File: src/rtl/seq_counter_ctrl_if.sv
// Control/status bundle for the sequence-counter run controller.
// The master side drives run requests and configuration; the slave side returns the code and strobes.
interface seq_counter_ctrl_if #(
  parameter int PRESCALE_W = 8,
  parameter int CYCLES_W   = 4
);
  logic                  start;
  logic                  stop;
  logic                  dir;
  logic [PRESCALE_W-1:0] div;
  logic [CYCLES_W-1:0]   n_cycles;
  logic [3:0]            code;
  logic                  step;
  logic                  wrap;
  logic                  busy;
  logic                  done;
  logic [CYCLES_W-1:0]   pass_cnt;

  modport master (
    output start, stop, dir, div, n_cycles,
    input  code, step, wrap, busy, done, pass_cnt
  );

  modport slave (
    input  start, stop, dir, div, n_cycles,
    output code, step, wrap, busy, done, pass_cnt
  );
endinterface

File: src/rtl/seq_counter_ctrl.sv
// Run controller for the eight-code sequence ring: prescaled stepping, forward or reverse,
// counted passes or free-run, with registered code and step/wrap/done strobes.
module seq_counter_ctrl #(
  parameter int PRESCALE_W = 8,
  parameter int CYCLES_W   = 4
) (
  input logic CLK,
  input logic CLR,
  seq_counter_ctrl_if.slave bus
);

  typedef enum logic {IDLE = 1'b0, RUN = 1'b1} state_t;

  state_t                state_reg, state_next;
  logic [3:0]            code_reg, code_next;
  logic                  step_reg, step_next;
  logic                  wrap_reg, wrap_next;
  logic                  done_reg, done_next;
  logic [CYCLES_W-1:0]   pass_cnt_reg, pass_cnt_next;
  logic [PRESCALE_W-1:0] prescale_reg, prescale_next;
  logic                  dir_reg, dir_next;
  logic [PRESCALE_W-1:0] div_reg, div_next;
  logic [CYCLES_W-1:0]   n_cycles_reg, n_cycles_next;

  logic [3:0]            ring_next;
  logic [CYCLES_W-1:0]   pass_inc;

  // Ring successor in either direction; an illegal code recovers to 0000.
  function automatic logic [3:0] ring_step(input logic [3:0] cur, input logic rev);
    logic [3:0] nxt;
    nxt = 4'h0;
    if (!rev) begin
      case (cur)
        4'h0: nxt = 4'h5;
        4'h5: nxt = 4'hA;
        4'hA: nxt = 4'h6;
        4'h6: nxt = 4'h9;
        4'h9: nxt = 4'h3;
        4'h3: nxt = 4'hC;
        4'hC: nxt = 4'hF;
        default: nxt = 4'h0;
      endcase
    end else begin
      case (cur)
        4'h0: nxt = 4'hF;
        4'hF: nxt = 4'hC;
        4'hC: nxt = 4'h3;
        4'h3: nxt = 4'h9;
        4'h9: nxt = 4'h6;
        4'h6: nxt = 4'hA;
        4'hA: nxt = 4'h5;
        default: nxt = 4'h0;
      endcase
    end
    return nxt;
  endfunction

  assign ring_next = ring_step(code_reg, dir_reg);
  assign pass_inc  = pass_cnt_reg + 1'b1;

  always_ff @(posedge CLK or negedge CLR) begin
    if (!CLR) begin
      state_reg    <= IDLE;
      code_reg     <= 4'h0;
      step_reg     <= 1'b0;
      wrap_reg     <= 1'b0;
      done_reg     <= 1'b0;
      pass_cnt_reg <= '0;
      prescale_reg <= '0;
      dir_reg      <= 1'b0;
      div_reg      <= '0;
      n_cycles_reg <= '0;
    end else begin
      state_reg    <= state_next;
      code_reg     <= code_next;
      step_reg     <= step_next;
      wrap_reg     <= wrap_next;
      done_reg     <= done_next;
      pass_cnt_reg <= pass_cnt_next;
      prescale_reg <= prescale_next;
      dir_reg      <= dir_next;
      div_reg      <= div_next;
      n_cycles_reg <= n_cycles_next;
    end
  end

  always_comb begin
    state_next    = state_reg;
    code_next     = code_reg;
    step_next     = 1'b0;
    wrap_next     = 1'b0;
    done_next     = 1'b0;
    pass_cnt_next = pass_cnt_reg;
    prescale_next = prescale_reg;
    dir_next      = dir_reg;
    div_next      = div_reg;
    n_cycles_next = n_cycles_reg;

    case (state_reg)
      IDLE: begin
        if (bus.start && !bus.stop) begin
          state_next    = RUN;
          dir_next      = bus.dir;
          div_next      = bus.div;
          n_cycles_next = bus.n_cycles;
          code_next     = 4'h0;
          prescale_next = '0;
          pass_cnt_next = '0;
        end
      end
      RUN: begin
        // Stop beats a due step: code, pass count and strobes stay quiet.
        if (bus.stop) begin
          state_next = IDLE;
        end else if (prescale_reg == div_reg) begin
          prescale_next = '0;
          code_next     = ring_next;
          step_next     = 1'b1;
          if (ring_next == 4'h0) begin
            wrap_next     = 1'b1;
            pass_cnt_next = pass_inc;
            if ((n_cycles_reg != '0) && (pass_inc == n_cycles_reg)) begin
              state_next = IDLE;
              done_next  = 1'b1;
            end
          end
        end else begin
          prescale_next = prescale_reg + 1'b1;
        end
      end
      default: state_next = IDLE;
    endcase
  end

  assign bus.code     = code_reg;
  assign bus.step     = step_reg;
  assign bus.wrap     = wrap_reg;
  assign bus.done     = done_reg;
  assign bus.busy     = (state_reg == RUN);
  assign bus.pass_cnt = pass_cnt_reg;

endmodule

File: src/flat_wrapper.sv
// flat-port wrapper written by rule: the top's interface ports become plain ports
module seq_counter_ctrl_flat 
#(
  parameter int PRESCALE_W = 8,
  parameter int CYCLES_W   = 4
)
  (CLK, CLR, bus_start, bus_stop, bus_dir, bus_div, bus_n_cycles, bus_code, bus_step, bus_wrap, bus_busy, bus_done, bus_pass_cnt);
  seq_counter_ctrl_if #(.PRESCALE_W(PRESCALE_W), .CYCLES_W(CYCLES_W)) bus_i ();
  input logic CLK;
  input logic CLR;
  input wire logic [$bits(bus_i.start)-1:0] bus_start;
  input wire logic [$bits(bus_i.stop)-1:0] bus_stop;
  input wire logic [$bits(bus_i.dir)-1:0] bus_dir;
  input wire logic [$bits(bus_i.div)-1:0] bus_div;
  input wire logic [$bits(bus_i.n_cycles)-1:0] bus_n_cycles;
  output wire logic [$bits(bus_i.code)-1:0] bus_code;
  output wire logic [$bits(bus_i.step)-1:0] bus_step;
  output wire logic [$bits(bus_i.wrap)-1:0] bus_wrap;
  output wire logic [$bits(bus_i.busy)-1:0] bus_busy;
  output wire logic [$bits(bus_i.done)-1:0] bus_done;
  output wire logic [$bits(bus_i.pass_cnt)-1:0] bus_pass_cnt;
  assign bus_i.start = bus_start;
  assign bus_i.stop = bus_stop;
  assign bus_i.dir = bus_dir;
  assign bus_i.div = bus_div;
  assign bus_i.n_cycles = bus_n_cycles;
  assign bus_code = bus_i.code;
  assign bus_step = bus_i.step;
  assign bus_wrap = bus_i.wrap;
  assign bus_busy = bus_i.busy;
  assign bus_done = bus_i.done;
  assign bus_pass_cnt = bus_i.pass_cnt;
  seq_counter_ctrl #(.PRESCALE_W(PRESCALE_W), .CYCLES_W(CYCLES_W)) u_core (.CLK(CLK), .CLR(CLR), .bus(bus_i));
endmodule
File: config.mk
export PLATFORM = sky130hd
export DESIGN_NAME = seq_counter_ctrl_flat
export DESIGN_NICKNAME = d
export VERILOG_FILES = /design/src/rtl/seq_counter_ctrl_if.sv /design/src/rtl/seq_counter_ctrl.sv /design/src/flat_wrapper.sv
export SDC_FILE = /design/constraint.sdc
export NUM_CORES = 1
export LEC_CHECK = 0
export CORE_UTILIZATION = 35
export CTS_CLUSTER_DIAMETER = 50
export DETAILED_ROUTE_END_ITERATION = 10
export PLACE_DENSITY = 0.54
export SETUP_SLACK_MARGIN = 0.2
export SLEW_MARGIN = 5
export SYNTH_ARGS = -nofsm -noshare
export SYNTH_HDL_FRONTEND = slang
export SYNTH_SLANG_ARGS = --single-unit
File: constraint.sdc
create_clock -name CLK -period 2.5 [get_ports CLK]
set_clock_uncertainty 0.05 [all_clocks]
set_input_delay 0.25 -clock CLK [delete_from_list [all_inputs] [get_ports CLK]]
set_output_delay 0.25 -clock CLK [all_outputs]
set_load 0.05 [all_outputs]
# After elaboration in Yosys (flattened, before gate mapping)
# Cells that the tools add are included.
# totals
regBits,33
output_inout_bits,12
word_cells,69
# classes
addsub,2
eq_ne,13
mux,33
bitwise,1
n_reduce_logical,10
# ops
operator,n
case mux 4 bit (7 select lines),2
2-to-1 mux 4 bit,7
2-to-1 mux 8 bit,3
2-to-1 mux 1 bit,17
"equality test 4 bit, second input constant",4
case mux 4 bit (2 select lines),2
case mux 8 bit (2 select lines),1
"adder 8 x 1 -> 8 bit, second input constant",1
"equality test 4 x 3 -> 1 bit, second input constant",2
equality test 8 bit,1
zero test 4 bit,2
"!= test 2 bit, second input constant",3
"adder 4 x 1 -> 4 bit, second input constant",1
"equality test 4 x 2 -> 1 bit, second input constant",1
equality test 4 bit,1
AND reduction 2 bit,2
AND reduction 4 bit,1
nonzero test 4 bit,1
AND reduction 3 bit,1
logical AND 1 bit,2
"!= test 2 x 1 -> 1 bit, second input constant",1
case mux 1 bit (2 select lines),1
zero test 1 bit,1
inverter 1 bit,1

# Depth between registers and ports, before layout
# Gate-level depths: netlist (run 1).
# depth
word_depth,8
mapped_depth,6
depth_no_buf,6

# Worst setup path after synthesis (run 1)
# Ideal clock, no wire load.
# synth_timing
path_kind,register -> register
start,register u_core.code_reg[0] (netlist: u_core.bus.code[0])
end,register u_core.pass_cnt_reg[2] (netlist: u_core.bus.pass_cnt[2])
setup_time_ps,126
t_arrival_ps,1876
required_ps,2324
path_slack_ps,447
stages_incl_launch_ff,7
path_buffers,1
period_less_slack_ps,2053
path_cell_list,dfrtp_1 buf_6 or2_2 a31oi_1 a21o_1 nor4_4 a311o_1
# synth_between
elab_chain_cells,6
elab_cells_between_ends,14
classes_between,8 x eq/ne; 3 x mux; 3 x reduce/logical
# synth_lines
element,line,rtl
start: declaration,seq_counter_ctrl.sv:15,"logic [3:0] code_reg, code_next;"
start signal: assignment,seq_counter_ctrl.sv:75,code_reg <= code_next;
"equality test 4 bit, or another cell as far along","seq_counter_ctrl.sv:33, seq_counter_ctrl.sv:44",
case mux 4 bit (7 select lines) (on tied branches),"seq_counter_ctrl.sv:33, seq_counter_ctrl.sv:44",
2-to-1 mux 4 bit (*),seq_counter_ctrl.sv:32,if (!rev) begin
zero test 4 bit (*),seq_counter_ctrl.sv:119,if (ring_next == 4'h0) begin
!= test 2 bit (no source line) (*),n/a,
AND reduction 4 bit (no source line) (*),n/a,
end signal: assignment,seq_counter_ctrl.sv:79,pass_cnt_reg <= pass_cnt_next;
end: declaration,seq_counter_ctrl.sv:19,"logic [CYCLES_W-1:0] pass_cnt_reg, pass_cnt_next;"
# Mark *: on every way between the ends. The rest lies on a longest branch, timed or not.
# A chain may end at the register's enable or synchronous reset.

# Worst setup path in the final report (run 1)
# layout_timing
start,register u_core.code_reg[3] (netlist: u_core.bus.code[3])
end,register u_core.pass_cnt_reg[2] (netlist: u_core.bus.pass_cnt[2])
# The elaborated chain is that of the path after synthesis.

==> results.sh, run 1 <==
export IMPL_rsz0062_at_grt="false"
export IMPL_drv_slew=0
export IMPL_first_pass_iters=4
export IMPL_die_width_um=76.0
export IMPL_synth_top_area_share_pct=43.1
export IMPL_synth_edf_count=0
export IMPL_crit_type="reg -> reg"
export IMPL_antenna_found_initial=0
export IMPL_ir_drop_v=0.000382
export IMPL_grt_max_degree=34
export IMPL_layout_drive_gt1_share_pct=15.5
export IMPL_hold_buffers=0
export IMPL_synth_async_sr_flop_share_pct=100
export IMPL_power_leakage_nw=0.951
export IMPL_hold_class="in -> async"
export IMPL_synth_xor_area_share_pct=9.15
export IMPL_synth_top_family_by_area="simple AND/OR/NAND/NOR gates"
export IMPL_synth_cells=183
export IMPL_grt_use_total_pct=16.0
export IMPL_post_place_ws_ps=393
export IMPL_status="finished, final reports clean"
export IMPL_vias=1511
export IMPL_cts_max_path_buffers=2
export IMPL_grt_overflow_total=0
export IMPL_r2r_end="u_core.bus.pass_cnt[2]"
export IMPL_critPathMaxStageDelay_ps=560
export IMPL_die_area_mm2=0.00577
export IMPL_slowest_stage="dfrtp_1"
export IMPL_synth_ff_type="dfrtp_1"
export IMPL_wirelength_mm=4.22
export IMPL_fillers=491
export IMPL_crit_chain="or3b_1, a31oi_1, a21o_1, nor4_4, a311o_1"
export IMPL_insertion_delay_ps=280
export IMPL_worstReg2RegStart="u_core.bus.code[3]"
export IMPL_synth_fp_nets=202
export IMPL_area_delta_synth_final_pct=22.5
export IMPL_drtAntennaViolNets=0
export IMPL_period_minus_slack_ps=2140
export IMPL_root_buffer="clkbuf_8"
export IMPL_synthSimpleGateAreaFrac_pct=19.5
export IMPL_die_h_um=76.0
export IMPL_yosys_warnings=0
export IMPL_core_mm2=0.00517
export IMPL_io_pins=29
export IMPL_r2r_setup_slack_ps=360
export IMPL_fin_util_pct=45.3
export IMPL_r2r_cells=5
export IMPL_worst_slack_ps=363
export IMPL_grt_pass1_wl_mm=7.35
export IMPL_cp_arrival_ps=2250
export IMPL_startpoint_type="register"
export IMPL_wl_per_cell_um=14.9
export IMPL_tightest_slew_ps=566
export IMPL_vias_per_cell=5.34
export IMPL_antenna_diode_count=0
export IMPL_hold_viol=0
export IMPL_synth_cell_types=47
export IMPL_tritoncts="built"
export IMPL_cellPowerDensity_mw_per_mm2=761
export IMPL_num_rows=26
export IMPL_nets=231
export IMPL_clkTransAtPathRegs_ps=70
export IMPL_cts_sinks=33
export IMPL_syn_cell_area_mm2=0.00191
export IMPL_ys_top_cells_by_count="dfrtp_1 (33), nand2_1 (13), mux2_2 (12), xnor2_1 (12)"
export IMPL_gp_congestion=0.804
export IMPL_synthAdderAreaFrac_pct=1.31
export IMPL_yosysTopAreaCell="dfrtp_1"
export IMPL_required_ps=2610
export IMPL_post_cts_buffers=0
export IMPL_period_share_pct=85.5
export IMPL_synth_seq_cells=33
export IMPL_grt_pass1_vias=1471
export IMPL_drc=0
export IMPL_first_iter_violations=98
export IMPL_initial_core_util_pct=37.0
export IMPL_dp_hpwl_mm=3.10
export IMPL_synth_area_leaders="dfrtp_1 (43%), mux2_2 (7.1%), xnor2_1 (5.5%)"
export IMPL_cts_buffers=5
export IMPL_ctsResizeCount=0
export IMPL_slew_headroom_pct=62.3
export IMPL_synth_compound_area_share_pct=15.1
export IMPL_end_kind="register"
export IMPL_muxShareOfSynthArea_pct=7.58
export IMPL_placedInstanceArea_mm2=0.00224
export IMPL_timing_fmax_mhz=468
export IMPL_io_buffers=28
export IMPL_finalInstanceArea_mm2=0.00234
export IMPL_ys_seq_area_share_pct=43.1
export IMPL_synth_most_common_cell="dfrtp_1"
export IMPL_h_tree_depth=2
export IMPL_critPathMaxFanout=19
export IMPL_finalSetupViolations=0
export IMPL_syn_avg_cell_area_um2=10.5
export IMPL_finalSetupTns_ps=0
export IMPL_cap_violations=0
[worst max-delay path, delay by kind of cell, from the launching register on]
family             cells  cell delay [ps]
DFF                    1              560
and+or+nand+nor        2              530
AOI/OAI and AO/OA      3              880
[metal layers]
metal	wire length [um]	GRT usage, %	share of wire, %	vias up
met5	0	0	0	-
met4	66	6.73	1.6	0
met3	133	3.25	3.2	8
met2	2060	24.5	49	36
met1	1960	21.9	46	742
li1	-	-	-	725
[layout by cell type (no fill, tap or decap), drive strengths merged, types with 2 or more instances in the layout]
master,n
nor3,3
a21o,3
and2,2
o22ai,2
ha,2
clkdlybuf4s50,28
or2b,2
nor2,8
and3,5
nor2b,2
buf,3
nand2,13
nand4,6
or3b,4
clkbuf,7
a221o,3
nand3,5
a211oi,3
a22oi,3
xnor2,12
o21ai,5
a31oi,5
or2,2
nor3b,6
inv,5
dfrtp,33
a21oi,5
mux2,12
nand3b,2
nor4,2
xor2,8
[worst max-delay path by stage]
stage / endpoint / slack (ps) / start / cells past startpoint
2_1_floorplan: u_core.bus.pass_cnt[2] / 450 / u_core.bus.code[0] / 6
6_report: u_core.bus.pass_cnt[2] / 360 / u_core.bus.code[3] / 5
3_5_place_dp: u_core.bus.pass_cnt[2] / 390 / u_core.bus.code[3] / 5
3_3_place_gp: u_core.bus.pass_cnt[2] / 440 / u_core.bus.code[3] / 5
5_1_grt: u_core.prescale_reg[5] / 260 / u_core.prescale_reg[1] / 5
4_1_cts: bus_code[3] / 370 / u_core.bus.code[3] / 1
[through the flow]
| stage | instances | power [W] | hold WS, ps |
|---|---|---|---|
| 2_1_floorplan | 183 | 0.00119 | -95.6 |
| 3_3_place_gp | 275 | 0.00134 | 469 |
| 3_5_place_dp | 275 | 0.00136 | 474 |
| 4_1_cts | 283 | 0.00180 | 337 |
| 5_1_grt | 283 | 0.00190 | 366 |
| 6_report | 283 | 0.00178 | 326 |
[kinds of logic (layout without fill, tap and decap cells)]
logic type | count (synthesis) | in the layout
buffers and inverters | 14 | 44
AO/OA/AOI/OAI | 38 | 38
AND/OR/NAND/NOR | 63 | 63
multiplexers | 13 | 13
flip-flops | 33 | 33
adder cells (fa/ha/maj) | 2 | 2
XOR/XNOR | 20 | 20
[where the power goes]
part           leakage, nW  internal, W  switching (W)
combinational        0.470     0.000278       0.000330
clock               0.0542     0.000249       0.000187
sequential           0.426     0.000607       0.000132
total                0.951      0.00113       0.000649
[cell type report]
class	instances	area (um^2)	area share [%]
Clock buffer	7	96.3	4.11
Clock inverter	1	5.00	0.213
Inverter	5	18.8	0.800
Multi-Input combinational cell	136	1010	43.0
Sequential cell	33	826	35.2
Tap cell	70	87.6	3.74
Timing Repair Buffer	31	303	12.9
No activity file was read; power rests on OpenSTA's default activity.
==> inputs of run 2 (changes only) <==
PLACE_DENSITY = 0.6   (was 0.54)
==> results.sh, run 2 (synthesis results as in run 1) <==
export IMPL_first_pass_iters=4
export IMPL_drv_slew=0
export IMPL_instances_no_fill=284
export IMPL_critPathMaxFanout=19
export IMPL_grt_use_met2_pct=23.1
export IMPL_final_common_cell="dfrtp_1"
export IMPL_grt_pass1_wl_mm=7.03
export IMPL_met3_usage_pct=3.49
export IMPL_slowest_stage="clkdlybuf4s50_1"
export IMPL_ctsResizeCount=0
export IMPL_cp_arrival_ps=1810
export IMPL_area_delta_synth_final_pct=23.7
export IMPL_grt_max_degree=34
export IMPL_rsz0062_at_grt="false"
export IMPL_cts_max_path_buffers=2
export IMPL_required_ps=2200
export IMPL_vias=1477
export IMPL_die_area_mm2=0.00577
export IMPL_finalSetupTns_ps=0
export IMPL_critPathMaxStageDelay_ps=890
export IMPL_drc=0
export IMPL_layout_common_cells="dfrtp_1 (33), clkdlybuf4s50_1 (28), nand2_1 (13), xnor2_1 (12), mux2_2 (12)"
export IMPL_timing_fmax_mhz=474
export IMPL_die_width_um=76.0
export IMPL_nets=232
export IMPL_cp_top_family="buffers and inverters"
export IMPL_dpl_cell_count=276
export IMPL_wl_per_cell_um=14.1
export IMPL_wirelength_mm=4.02
export IMPL_num_rows=26
export IMPL_grt_pass1_vias=1425
export IMPL_antenna_diode_count=0
export IMPL_end_kind="output pin"
export IMPL_post_cts_buffers=0
export IMPL_cts_sinks=33
export IMPL_ir_drop_v=0.000355
export IMPL_tritoncts="built"
export IMPL_tightest_slew_ps=777
export IMPL_dp_hpwl_mm=2.92
export IMPL_gp_congestion=0.750
export IMPL_cellPowerDensity_mw_per_mm2=783
export IMPL_layout_drive_gt1_share_pct=15.4
export IMPL_vias_per_cell=5.20
export IMPL_io_buffers=28
export IMPL_insertion_delay_ps=280
export IMPL_crit_chain="clkdlybuf4s50_1"
export IMPL_cap_violations=0
export IMPL_slew_headroom_pct=48.1
export IMPL_h_tree_depth=2
export IMPL_p_total_w=0.00185
export IMPL_crit_type="reg -> out"
export IMPL_finalSetupViolations=0
export IMPL_root_buffer="clkbuf_8"
export IMPL_grt_use_total_pct=15.0
export IMPL_die_h_um=76.0
export IMPL_period_share_pct=84.3
export IMPL_period_minus_slack_ps=2110
export IMPL_hold_class="in -> async"
export IMPL_cts_buffers=5
export IMPL_status="finished, final reports clean"
export IMPL_use_met1_pct=21.4
export IMPL_grt_overflow_total=0
export IMPL_fillers=496
export IMPL_io_pins=29
export IMPL_drtAntennaViolNets=0
export IMPL_crit_buf_inv=1
export IMPL_antenna_found_initial=0
export IMPL_core_mm2=0.00517
export IMPL_first_iter_violations=58
export IMPL_initial_core_util_pct=37.0
export IMPL_busiest_layer="met2"
export IMPL_hold_buffers=0
export IMPL_hold_viol=0
export IMPL_power_leakage_nw=0.960
export IMPL_clkTransAtPathRegs_ps=70
export IMPL_fin_util_pct=45.8
export IMPL_startpoint_type="register"
## run 2: cell count changes in the layout (fill, tap and decap cells not counted)
cell and change:
clkinv_2 -1, clkbuf_1 +1, buf_4 +1, bufinv_16 +1, clkbuf_8 -1
## run 2: report_power, final
group / internal (W) / total [W] / switching, W / leakage (nW)
registers: 0.000607 / 0.000740 / 0.000133 / 0.426
clock network: 0.000325 / 0.000512 / 0.000187 / 0.0585
logic: 0.000279 / 0.000602 / 0.000324 / 0.475
total: 0.00121 / 0.00185 / 0.000644 / 0.960
## run 2: cell type report
| class | count | area (um^2) | area share (%) |
|---|---|---|---|
| clock buffer | 7 | 86.3 | 3.65 |
| tap | 70 | 87.6 | 3.70 |
| clock inverter | 1 | 30.0 | 1.27 |
| sequential | 33 | 826 | 34.9 |
| timing repair buffer | 32 | 310 | 13.1 |
| inverter | 5 | 18.8 | 0.793 |
| multi-input combinational | 136 | 1010 | 42.6 |
## run 2: per-stage QoR
step / area [um^2] / worst slack (ps) / hold WS (ps)
6_report: 2370 / 392 / 313
5_1_grt: 2370 / 302 / 354
4_1_cts: 2370 / 376 / 322
3_5_place_dp: 2250 / 426 / 470
3_3_place_gp: 2250 / 465 / 465
2_1_floorplan: 1910 / 447 / -95.6
## run 2: final timing paths
check | from | end | slack (ps) | cells past startpoint
setup / recovery | u_core.bus.code[3] | bus_code[3] | 390 | 1
hold / removal | CLR | u_core.n_cycles_reg[2] | 310 | 2
setup reg to reg | u_core.bus.code[3] | u_core.bus.pass_cnt[2] | 440 | 5
hold reg to reg | u_core.n_cycles_reg[1] | u_core.n_cycles_reg[1] | 480 | 1
max in group asynchronous | CLR | u_core.bus.code[1] | 1780 | 2
min in group CLK | u_core.n_cycles_reg[1] | u_core.n_cycles_reg[1] | 480 | 1
## run 2: routing by layer
metal	vias up	wire length, um	part of all wire [%]
met5	-	0	0
met4	0	34	0.85
met3	5	162	4.0
met2	39	1780	44
li1	727	-	-
met1	706	2040	51
==> inputs of run 3 (changes only) <==
PLACE_DENSITY = 0.62   (was 0.6)
clock period = 1.8 ns   (was 2.5 ns; I/O delays follow)
==> results.sh, run 3 (synthesis results as in run 1) <==
export IMPL_end_kind="register"
export IMPL_period_share_pct=104
export IMPL_swShare_pct=34.6
export IMPL_cap_violations=0
export IMPL_io_pins=29
export IMPL_clkTransAtPathRegs_ps=70
export IMPL_switchingPower_w=0.000983
export IMPL_period_minus_slack_ps=1880
export IMPL_finalSetupViolations=7
export IMPL_cp_arrival_ps=2000
export IMPL_num_rows=26
export IMPL_required_ps=1920
export IMPL_gp_congestion=0.789
export IMPL_crit_type="reg -> reg"
export IMPL_root_buffer="clkbuf_8"
export IMPL_worstReg2RegStart="u_core.bus.code[0]"
export IMPL_grt_overflow_total=0
export IMPL_core_mm2=0.00517
export IMPL_instances_no_fill=319
export IMPL_fillers=467
export IMPL_layout_drive_gt1_share_pct=37.3
export IMPL_drtAntennaViolNets=0
export IMPL_die_h_um=76.0
export IMPL_dpl_cell_count=306
export IMPL_ir_drop_v=0.000562
export IMPL_highest_layer="met4"
export IMPL_r2r_setup_slack_ps=-80
export IMPL_critPathMaxFanout=6
export IMPL_pwr_share_comb_pct=39.9
export IMPL_io_buffers=28
export IMPL_wirelength_mm=4.43
export IMPL_dp_hpwl_mm=3.29
export IMPL_hold_class="in -> async"
export IMPL_wl_per_cell_um=13.9
export IMPL_slew_headroom_pct=67.2
export IMPL_timing_fmax_mhz=532
export IMPL_final_common_cell="buf_4"
export IMPL_cellPowerDensity_mw_per_mm2=1050
export IMPL_wl_met3_um=128
export IMPL_tightest_slew_ps=494
export IMPL_finalSetupTns_ps=-418
export IMPL_antenna_found_initial=0
export IMPL_fin_util_pct=52.2
export IMPL_drv_slew=0
export IMPL_cts_max_path_buffers=2
export IMPL_antenna_diode_count=0
export IMPL_grt_pass1_wl_mm=7.60
export IMPL_layout_common_cells="buf_4 (43), dfrtp_1 (26), clkdlybuf4s50_1 (16)"
export IMPL_first_iter_violations=52
export IMPL_multi_input_area_mm2=0.00108
export IMPL_die_width_um=76.0
export IMPL_tritoncts="built"
export IMPL_die_area_mm2=0.00577
export IMPL_r2r_end="u_core.bus.pass_cnt[2]"
export IMPL_grt_max_degree=34
export IMPL_drc=0
export IMPL_cts_buffers=5
export IMPL_power_leakage_nw=1.17
export IMPL_p_seq_share_pct=34.5
export IMPL_rsz0062_at_grt="true"
export IMPL_status="finished, violations left"
export IMPL_post_place_ws_ps=-104
export IMPL_insertion_delay_ps=290
export IMPL_r2r_cells=7
export IMPL_p_clk_share_pct=25.7
export IMPL_route_met2_wl_mm=2.15
export IMPL_cts_sinks=33
export IMPL_area_delta_synth_final_pct=41.0
export IMPL_h_tree_depth=2
export IMPL_first_pass_iters=4
export IMPL_hold_viol=0
export IMPL_seq_area_um2=835
export IMPL_grt_pass1_vias=1612
export IMPL_vias=1613
export IMPL_initial_core_util_pct=37.0
export IMPL_p_int_w=0.00186
export IMPL_vias_per_cell=5.06
export IMPL_violations="negative setup slack"
export IMPL_startpoint_type="register"
export IMPL_grt_use_total_pct=16.6
export IMPL_nets=267
export IMPL_worst_slack_ps=-78.4
export IMPL_wl_met1_mm=2.10
## run 3: cell types whose count changed in the layout (fill, tap and decap cells not counted), moves of 2 or more
cell and delta:
a31oi_1 -2, buf_4 +39, buf_6 +4, clkdlybuf4s50_1 -12, dfrtp_1 -7, dfrtp_2 +7, dlygate4sd2_1 +3, o21ai_0 -3
o21ai_1 +2, or2_4 +2
## run 3: how the worst max path moves through the flow
stage | depth (start not counted) | end | slack (ps) | start
after floorplan | 5 | u_core.bus.pass_cnt[2] | -100 | u_core.bus.code[3]
after global placement | 5 | u_core.bus.pass_cnt[2] | -80 | u_core.bus.code[3]
after detailed placement | 6 | u_core.bus.pass_cnt[2] | -100 | u_core.bus.code[3]
after CTS | 6 | u_core.bus.pass_cnt[3] | -90 | u_core.bus.code[3]
after global routing | 6 | u_core.bus.busy | -200 | u_core.bus.code[3]
final | 7 | u_core.bus.pass_cnt[2] | -80 | u_core.bus.code[0]
## run 3: power by group through the flow
stage               clock network, W  logic, W  registers, W
floorplan                          0  0.000643       0.00108
CTS                         0.000752   0.00113      0.000980
global route                0.000787   0.00122       0.00100
finish                      0.000730   0.00113      0.000980
detailed placement                 0   0.00109       0.00100
global placement                   0   0.00108      0.000993
## run 3: timing repair
item | 4_1_cts | 5_1_grt
hold buffers | 0 | 0
setup buffers | 4 | 1
setup endpoints to repair | 23 | 20
cloned | 0 | 0
pin swaps | 10 | 13
resized for setup | 15 | 6
## run 3: critical path, stage by stage, from the launching register on
cell and delay, ps:
dfrtp_2 450, buf_2 170, nand3_1 80, a21oi_1 90, buf_4 140, a211oi_2 290
a41oi_1 160, a311o_1 340
## run 3: area by class of cell
| class | instances | area share (%) |
|---|---|---|
| well taps | 70 | 3.24 |
| clock buffers | 6 | 3.06 |
| flip-flops and latches | 33 | 30.9 |
| clock inverters | 2 | 1.39 |
| multi-input cells | 136 | 40.0 |
| inverters | 5 | 0.695 |
| repair buffers | 67 | 20.7 |
## run 3: routing by layer
metal	GRT usage (%)	vias to the layer above
li1	-	795
met4	5.77	0
met5	0	-
met3	3.25	6
met2	26.5	23
met1	22.5	789
## run 3: per-stage QoR
stage / cell area, um^2 / power (W) / hold slack (ps)
finish: 2700 / 0.00284 / 240
floorplan: 1970 / 0.00172 / -166
CTS: 2670 / 0.00287 / 251
global placement: 2490 / 0.00207 / 461
global route: 2700 / 0.00301 / 280
detailed placement: 2490 / 0.00209 / 475
